`src/rtl/h80_clkctl.sv`:
```
// h80 CPU clock controller: divided, haltable, single/burst-steppable CPU clock
// plus a debounced push-button (short press = step, long press = toggle autorun).
module h80_clkctl #(
    parameter int SYSCLK_FREQ     = 27000000,
    parameter int TICK_CYCLES     = SYSCLK_FREQ / 1000,
    parameter int DEBOUNCE_TICKS  = 100,
    parameter int LONGPRESS_TICKS = 2000,
    parameter int DIV_WIDTH       = 5,
    parameter int STEP_WIDTH      = 8,
    parameter bit AUTORUN_INIT    = 1'b1
) (
    input  logic                  sysclk,
    input  logic                  reset,
    input  logic                  btn,
    input  logic [DIV_WIDTH-1:0]  div_sel,
    input  logic                  halt,
    input  logic                  step_req,
    input  logic [STEP_WIDTH-1:0] step_count,
    output logic                  cpu_clk,
    output logic                  cpu_clk_rise,
    output logic                  autorun,
    output logic                  step_busy,
    output logic                  short_evt,
    output logic                  long_evt,
    output logic [1:0]            clk_state_o,
    output logic [1:0]            btn_state_o
);
    localparam int TW = (TICK_CYCLES > 1) ? $clog2(TICK_CYCLES) : 1;
    localparam int BW = $clog2(LONGPRESS_TICKS + 1);
    localparam int HW = 2 ** DIV_WIDTH;

    typedef enum logic [1:0] {B_IDLE = 2'd0, B_PRESS = 2'd1, B_HELD = 2'd2, B_REL = 2'd3} btn_state_e;
    typedef enum logic [1:0] {C_IDLE = 2'd0, C_HIGH = 2'd1, C_LOW = 2'd2} clk_state_e;

    logic                  btn_meta_q, btn_sync_q;
    logic [TW-1:0]         tick_cnt_q;
    logic                  tick;
    btn_state_e            btn_state_q;
    logic [BW-1:0]         btn_cnt_q, btn_cnt_d, long_thr;
    logic                  first_tick_q, po_q;
    logic                  short_evt_q, long_evt_q, autorun_q, long_fire;
    clk_state_e            clk_state_q;
    logic [HW-1:0]         hp_cnt_q;
    logic [DIV_WIDTH-1:0]  div_lat_q;
    logic                  cpu_clk_q, cpu_clk_rise_q;
    logic [STEP_WIDTH-1:0] step_rem_q;
    logic                  go, enter_high;

    function automatic logic [HW-1:0] half_max(input logic [DIV_WIDTH-1:0] d);
        return (HW'(1) << d) - HW'(1);
    endfunction

    always_ff @(posedge sysclk) begin
        if (reset) begin
            btn_meta_q <= 1'b0;
            btn_sync_q <= 1'b0;
            tick_cnt_q <= '0;
        end else begin
            btn_meta_q <= btn;
            btn_sync_q <= btn_meta_q;
            tick_cnt_q <= tick ? '0 : tick_cnt_q + TW'(1);
        end
    end

    assign tick      = (tick_cnt_q == TW'(TICK_CYCLES - 1));
    assign btn_cnt_d = btn_cnt_q + BW'(1);
    // A press already held at the first tick after reset gets the short threshold.
    assign long_thr  = po_q ? BW'(DEBOUNCE_TICKS) : BW'(LONGPRESS_TICKS);
    assign long_fire = tick && (btn_state_q == B_PRESS) && btn_sync_q && (btn_cnt_d == long_thr);

    always_ff @(posedge sysclk) begin
        if (reset) begin
            btn_state_q  <= B_IDLE;
            btn_cnt_q    <= '0;
            short_evt_q  <= 1'b0;
            long_evt_q   <= 1'b0;
            autorun_q    <= AUTORUN_INIT;
            first_tick_q <= 1'b1;
            po_q         <= 1'b0;
        end else begin
            short_evt_q <= 1'b0;
            long_evt_q  <= 1'b0;
            if (tick) begin
                first_tick_q <= 1'b0;
                case (btn_state_q)
                    B_IDLE: if (btn_sync_q) begin
                        btn_state_q <= B_PRESS;
                        btn_cnt_q   <= '0;
                        po_q        <= first_tick_q;
                    end
                    B_PRESS: begin
                        if (!btn_sync_q) begin
                            po_q      <= 1'b0;
                            btn_cnt_q <= '0;
                            if (btn_cnt_q < BW'(DEBOUNCE_TICKS)) begin
                                btn_state_q <= B_IDLE;
                            end else begin
                                short_evt_q <= 1'b1;
                                btn_state_q <= B_REL;
                            end
                        end else if (long_fire) begin
                            long_evt_q  <= 1'b1;
                            autorun_q   <= ~autorun_q;
                            po_q        <= 1'b0;
                            btn_cnt_q   <= '0;
                            btn_state_q <= B_HELD;
                        end else begin
                            btn_cnt_q <= btn_cnt_d;
                        end
                    end
                    B_HELD: if (!btn_sync_q) begin
                        btn_state_q <= B_REL;
                        btn_cnt_q   <= '0;
                    end
                    default: begin
                        if (btn_sync_q) begin
                            btn_cnt_q <= '0;
                        end else if (btn_cnt_d == BW'(DEBOUNCE_TICKS)) begin
                            btn_cnt_q   <= '0;
                            btn_state_q <= B_IDLE;
                        end else begin
                            btn_cnt_q <= btn_cnt_d;
                        end
                    end
                endcase
            end
        end
    end

    // go is only consulted at period boundaries, so a started period always completes.
    assign go         = autorun_q ? ~halt : (step_rem_q != '0);
    assign enter_high = go && ((clk_state_q == C_IDLE) ||
                               ((clk_state_q == C_LOW) && (hp_cnt_q == '0)));

    always_ff @(posedge sysclk) begin
        if (reset) begin
            clk_state_q    <= C_IDLE;
            cpu_clk_q      <= 1'b0;
            cpu_clk_rise_q <= 1'b0;
            hp_cnt_q       <= '0;
            div_lat_q      <= '0;
        end else begin
            cpu_clk_rise_q <= 1'b0;
            if (enter_high) begin
                clk_state_q    <= C_HIGH;
                cpu_clk_q      <= 1'b1;
                cpu_clk_rise_q <= 1'b1;
                div_lat_q      <= div_sel;
                hp_cnt_q       <= half_max(div_sel);
            end else begin
                case (clk_state_q)
                    C_HIGH: if (hp_cnt_q == '0) begin
                        clk_state_q <= C_LOW;
                        cpu_clk_q   <= 1'b0;
                        hp_cnt_q    <= half_max(div_lat_q);
                    end else begin
                        hp_cnt_q <= hp_cnt_q - HW'(1);
                    end
                    C_LOW: if (hp_cnt_q == '0) begin
                        clk_state_q <= C_IDLE;
                    end else begin
                        hp_cnt_q <= hp_cnt_q - HW'(1);
                    end
                    default: begin
                        clk_state_q <= C_IDLE;
                        cpu_clk_q   <= 1'b0;
                    end
                endcase
            end
        end
    end

    always_ff @(posedge sysclk) begin
        if (reset || long_fire) begin
            step_rem_q <= '0;
        end else if (step_rem_q == '0) begin
            if (step_req) begin
                step_rem_q <= (step_count == '0) ? STEP_WIDTH'(1) : step_count;
            end else if (short_evt_q && !autorun_q) begin
                step_rem_q <= STEP_WIDTH'(1);
            end
        end else if (enter_high && !autorun_q) begin
            step_rem_q <= step_rem_q - STEP_WIDTH'(1);
        end
    end

    assign cpu_clk      = cpu_clk_q;
    assign cpu_clk_rise = cpu_clk_rise_q;
    assign autorun      = autorun_q;
    assign step_busy    = (step_rem_q != '0);
    assign short_evt    = short_evt_q;
    assign long_evt     = long_evt_q;
    assign clk_state_o  = clk_state_q;
    assign btn_state_o  = btn_state_q;
endmodule

```
`config.mk`:
```
export PLATFORM = sky130hd
export DESIGN_NAME = h80_clkctl
export DESIGN_NICKNAME = d
export VERILOG_FILES = /design/src/rtl/h80_clkctl.sv
export SDC_FILE = /design/constraint.sdc
export NUM_CORES = 1
export LEC_CHECK = 0
export BUFFER_PORTS_ARGS = -buffer_cell sky130_fd_sc_hd__buf_4
export CORE_MARGIN = 2
export CORE_UTILIZATION = 41
export CTS_CLUSTER_SIZE = 8
export DETAILED_ROUTE_END_ITERATION = 16
export GPL_TIMING_DRIVEN = 0
export PLACE_DENSITY = 0.57
export SLEW_MARGIN = 20
export SYNTH_ARGS = -nofsm -noshare
export SYNTH_HDL_FRONTEND = slang
export SYNTH_SLANG_ARGS = --single-unit
```
`constraint.sdc`:
```
create_clock -name sysclk -period 4.8 [get_ports sysclk]
set_input_delay 0.72 -clock sysclk [delete_from_list [all_inputs] [get_ports sysclk]]
set_output_delay 0.72 -clock sysclk [all_outputs]
set_load 0.02 [all_outputs]
```
* Yosys cells after proc, flatten, opt, wreduce, memory -nomap -nowiden
Index checks and enable logic that the tools add are counted.
Word-level totals: bits in registers 84, output and inout bits 10, input port bits 18
Operators by class: shift-type cells 2, reduce and logical (&&, ||, !) cells 33, equality and inequality tests 18, add/sub/neg operators 6, bitwise gates (word level) 5, $lt $le $gt $ge 1, mux-type cells 40
Operators by type and width (number):
- $mux 32 | 3
- $mux 11 | 7
- $pmux 32 s2 | 1
- $shl 1x5->32 const A | 2
- $sub 32x2->32 const B | 2
- $mux 8 | 5
- $pmux 11 s3 | 1
- $logic_not 32->1 | 1
- $sub 32x1->32 const B | 1
- $mux 2 | 9
- $logic_not 8->1 | 2
- $add 15x1->15 const B | 1
- $eq 15x15->1 const B | 1
- $add 11x1->11 const B | 1
- $eq 11x11->1 | 1
- $eq 11x7->1 const B | 1
- $lt 11x7->1 const B | 1
- $mux 1 | 10
- $reduce_and 2->1 | 5
- $ne 3x3->1 const B | 3
- $ne 2x2->1 const B | 4
- $reduce_and 4->1 | 2
- $reduce_bool 8->1 | 1
- $reduce_or 4->1 | 2
- other kinds (20) | 38

* Logic depth before layout (Yosys ltp)
word-level depth 7, gate-level depth with buffers 15

* Least setup slack after synthesis
OpenSTA, ideal clock, no wires.
path type register -> register, start register hp_cnt_q[4], end register step_rem_q[4], arrival 3018 ps, data required time 4729 ps, library setup time 71 ps, path buffers 3, period minus slack after synthesis 3089 ps, stages on the path, launching flop included 11, path slack 1711 ps, cell sequence dfxtp_1 or4_1 clkbuf_1 or3_1 clkbuf_2 o31a_1 or2_1 buf_2 o31a_1 or4_1 a21oi_1
Between the ends: longest elaborated chain between the ends 7
Ends and longest elaborated chain:
- start, declared | RTL line 43 | logic [HW-1:0] hp_cnt_q;
- start signal, assigned | RTL line 149 | hp_cnt_q <= half_max(div_sel);
- start signal, assigned | RTL line 155 | hp_cnt_q <= half_max(div_lat_q);
- start signal, assigned | RTL line 157 | hp_cnt_q <= hp_cnt_q - HW'(1);
- $logic_not 32->1 | RTL line 133 | ((clk_state_q == C_LOW) && (hp_cnt_q == '0)));
- $logic_and 1x1->1 | RTL line 133
- $logic_or 1x1->1 | RTL line 132 | assign enter_high = go && ((clk_state_q == C_IDLE) ||
- $logic_and 1x1->1 | RTL line 132
- $logic_and 1x1->1 | RTL line 182 | end else if (enter_high && !autorun_q) begin
- $reduce_bool 2->1 (no source line)
- $reduce_and 2->1 (no source line)
- end signal, assigned | RTL line 178 | step_rem_q <= (step_count == '0) ? STEP_WIDTH'(1) : step_count;
- end signal, assigned | RTL line 183 | step_rem_q <= step_rem_q - STEP_WIDTH'(1);
- end, declared | RTL line 46 | logic [STEP_WIDTH-1:0] step_rem_q;
No other way between the ends. A chain may end at the register's enable or synchronous reset.

* Worst setup path after layout
start register hp_cnt_q[4], end register hp_cnt_q[16]
Between the ends: longest elaborated chain between the ends 6, elaborated cells on any way between the ends 12, classes of those cells add/sub (1); eq/ne (1); mux (4); reduce/logical (6)
Ends and longest elaborated chain:
- branches (longest 6 deep; another with $sub 32x1->32)
Several ways; the timed one is not identified. The select of a mux whose other input is x is not followed.

==> reports/metrics.yaml <==
outcome: "completed"
synth_edf_count: 0
yosysWarnings: 0
yosysUniqueCellTypes: 59
clk_pin_slew_ns: 0.07
worst_ep_arrival_time_ns: 3.97
grt-ovfl-total: 0
tns_ns: 0
internal_power_mw: 1.426
fmax_ghz: 0.2654
post_cts_resized: 0
rows: 43
drt_wl_total_um: 19730
setup_ws_ns: 1.032
setup_violations: 0
wl_met2_um: 8602
totalPowerFinal_mw: 2.181
critPathCaptureType: "register"
powerDensity_mw_per_mm2: 335.6
remaining_drc_errors: 0
dp_hpwl_um: 14480
leakagePower_nw: 2.302
tightest_slew_ns: 1.090
fin_skew_ns: 0.009222
post_drt_wl_per_cell_um: 19.11
drv_cap: 0
dieArea_mm2: 0.01496
critPathKind: "register to register"
dr.first_iter.drc_count: 605
place.gp.congestion: 0.9276
cts_buffer_depth: 2
syn_avg_cell_area_um2: 7.087
swShare: 0.3461
ys_ff_latch: 84
cts_buffers: 9
hold_path_class: "register to register"
synth_top_area_share: 0.2929
area.growth.synth_to_final_pct: 13.21
p_clk_frac: 0.355
synth_nets: 834
cp.required_ns: 5.00
clock-root-buffer: "clkbuf_16"
max-vdd-ir-drop_v: 0.0001660
synthFlopType: "dfxtp_1"
drive_gt1_frac: 0.06808
htree_levels: 3
cts_tree: "built"
wl_met1_um: 8903
synth_largest_area_cell: "dfxtp_1"
antennaDiodeCount: 0
p_seq_frac: 0.368
cts_setup_buffers: 0
relSlewSlack: 0.2681
fin_util: 0.4718
vias_per_cell: 6.170
start_kind: "register"
switchingPower_mw: 0.7548
synth_cells: 810
core_area_mm2: 0.01377
pre_cts_ws_ns: 1.220
grt_pass1_wl_um: 31070
holdBufCountCts: 0
synth_area_leaders: "dfxtp_1, a21oi_1, nand2_1"
ios: 28
die_height_um: 122.3
fp.dieW_um: 122.3
cp_max_fo: 9
regArea_mm2: 0.001682
ys_seq_area_frac: 0.2929
port_buffers: 25
grt_pass1_vias: 5809
clock_latency_ns: 0.36
ant_nets: 0
rsz0062_at_grt: "false"
fin_crit_ns: 3.768
antenna_found_initial: 0
wl_met3_um: 1521
grt_start_max_net_pins: 15
fill_cells: 1430
top_layer: "met4"
syn_area_mm2: 0.005741
slew_violations: 0
dr.pass1.iters: 5
multiInputGateArea_mm2: 0.003741
start_util: 0.4168
cts_sinks: 84
final_hold_viol_count: 0
vias: 6367
nets: 871
grtUsageTotal: 0.2658
combPwrFrac: 0.276
final.period_utilization: 0.7851
synthArstFlopShare: 0
==> sequential cells by signal, indices dropped and copies added (netlist names), 2 cells and up <==
name	cells
btn_cnt_q	11
hp_cnt_q	32
step_rem_q	8
tick_cnt_q	15
btn_state_o	2
clk_state_o	2
div_lat_q	5
==> synthesized netlist by cell type, types with 3 or more instances <==
| library cell | n |
|---|---|
| nand3_1 | 32 |
| xor2_1 | 20 |
| o21ai_0 | 51 |
| o31a_1 | 3 |
| o32ai_1 | 3 |
| a32oi_1 | 5 |
| nand2_1 | 85 |
| nor2_1 | 84 |
| buf_1 | 4 |
| a211oi_1 | 12 |
| inv_1 | 20 |
| or2_2 | 7 |
| o32a_1 | 3 |
| a31oi_1 | 18 |
| o221ai_1 | 4 |
| a221oi_1 | 7 |
| nor4_1 | 14 |
| a311oi_1 | 10 |
| a21oi_1 | 70 |
| dfxtp_1 | 84 |
| o41ai_1 | 5 |
| nand2b_1 | 9 |
| o211ai_1 | 5 |
| and2_1 | 6 |
| nor3_1 | 38 |
| or3_1 | 13 |
| a31o_2 | 3 |
| mux2i_1 | 11 |
| nor3b_1 | 4 |
| nand3b_1 | 5 |
| a22o_1 | 6 |
| nor2b_1 | 14 |
| or4_1 | 9 |
| a22oi_1 | 7 |
| clkbuf_1 | 61 |
| o22ai_1 | 9 |
| nand4_1 | 13 |
| o31ai_1 | 5 |
| ha_1 | 6 |
| and3_1 | 11 |
| xnor2_1 | 10 |
==> final timing paths <==
path	cells after the start	end	start	slack, ns
max reg2reg	8	hp_cnt_q[16]	hp_cnt_q[4]	1.03
min reg2reg	1	btn_sync_q	btn_meta_q	0.44
min	1	btn_sync_q	btn_meta_q	0.44
max	8	hp_cnt_q[16]	hp_cnt_q[4]	1.03
==> cells by family after synthesis <==
group	after synthesis	share of synthesized area
adder cells (fa/ha/maj)	6	0.01308
AND/OR/NAND/NOR	350	0.2995
flip-flops	84	0.2929
buffers and inverters	87	0.05732
AO/OA/AOI/OAI	242	0.2722
multiplexers	11	0.01918
XOR/XNOR	30	0.04577
==> power by group through the flow <==
stage	registers [mW]	logic (mW)	clock network (mW)
2_1_floorplan	0.802	0.423	0
3_3_place_gp	0.812	0.581	0
3_5_place_dp	0.815	0.585	0
4_1_cts	0.800	0.589	0.786
5_1_grt	0.811	0.667	0.813
6_report	0.804	0.603	0.775
==> per-stage QoR <==
stage,hold slack (ns),cell area [um^2],cells
floorplan,0.4138,5741,810
global placement,0.4287,6153,1015
detailed placement,0.4466,6167,1016
CTS,0.4487,6494,1032
global route,0.4827,6499,1032
finish,0.4439,6499,1032
==> layer usage <==
metal	up-vias	track usage
met1	2998	0.3654
met4	0	0.1128
met5	-	0
met2	260	0.4035
met3	48	0.05390
li1	3061	-
==> critical path: stages (launching register included) <==
cell      delay [ns]
dfxtp_1         0.35
or4_1           0.53
clkbuf_1        0.16
nor3_1          0.88
nand4_1         0.65
nor2_1          0.45
o21ai_0         0.13
a211oi_1        0.36
a311oi_1        0.10
==> final cells by class <==
| type | count | area share |
|---|---|---|
| multi-input cells | 639 | 0.5757 |
| flip-flops and latches | 84 | 0.2588 |
| plain buffers | 67 | 0.03908 |
| clock buffers | 10 | 0.03677 |
| well taps | 180 | 0.03466 |
| repair buffers | 26 | 0.03003 |
| clock inverters | 6 | 0.01348 |
| inverters | 20 | 0.01155 |
==> cells in the final DEF (no fill, tap or decap), types with 20 or more instances in the layout <==
cell type | Yosys | final
inv_1 | 20 | 20
buf_4 | 0 | 26
nand3_1 | 32 | 32
nor2_1 | 84 | 84
nand2_1 | 85 | 85
clkbuf_1 | 61 | 61
o21ai_0 | 51 | 51
a21oi_1 | 70 | 70
nor3_1 | 38 | 37
xor2_1 | 20 | 20
dfxtp_1 | 84 | 84
No activity file was read; power rests on OpenSTA's default activity.
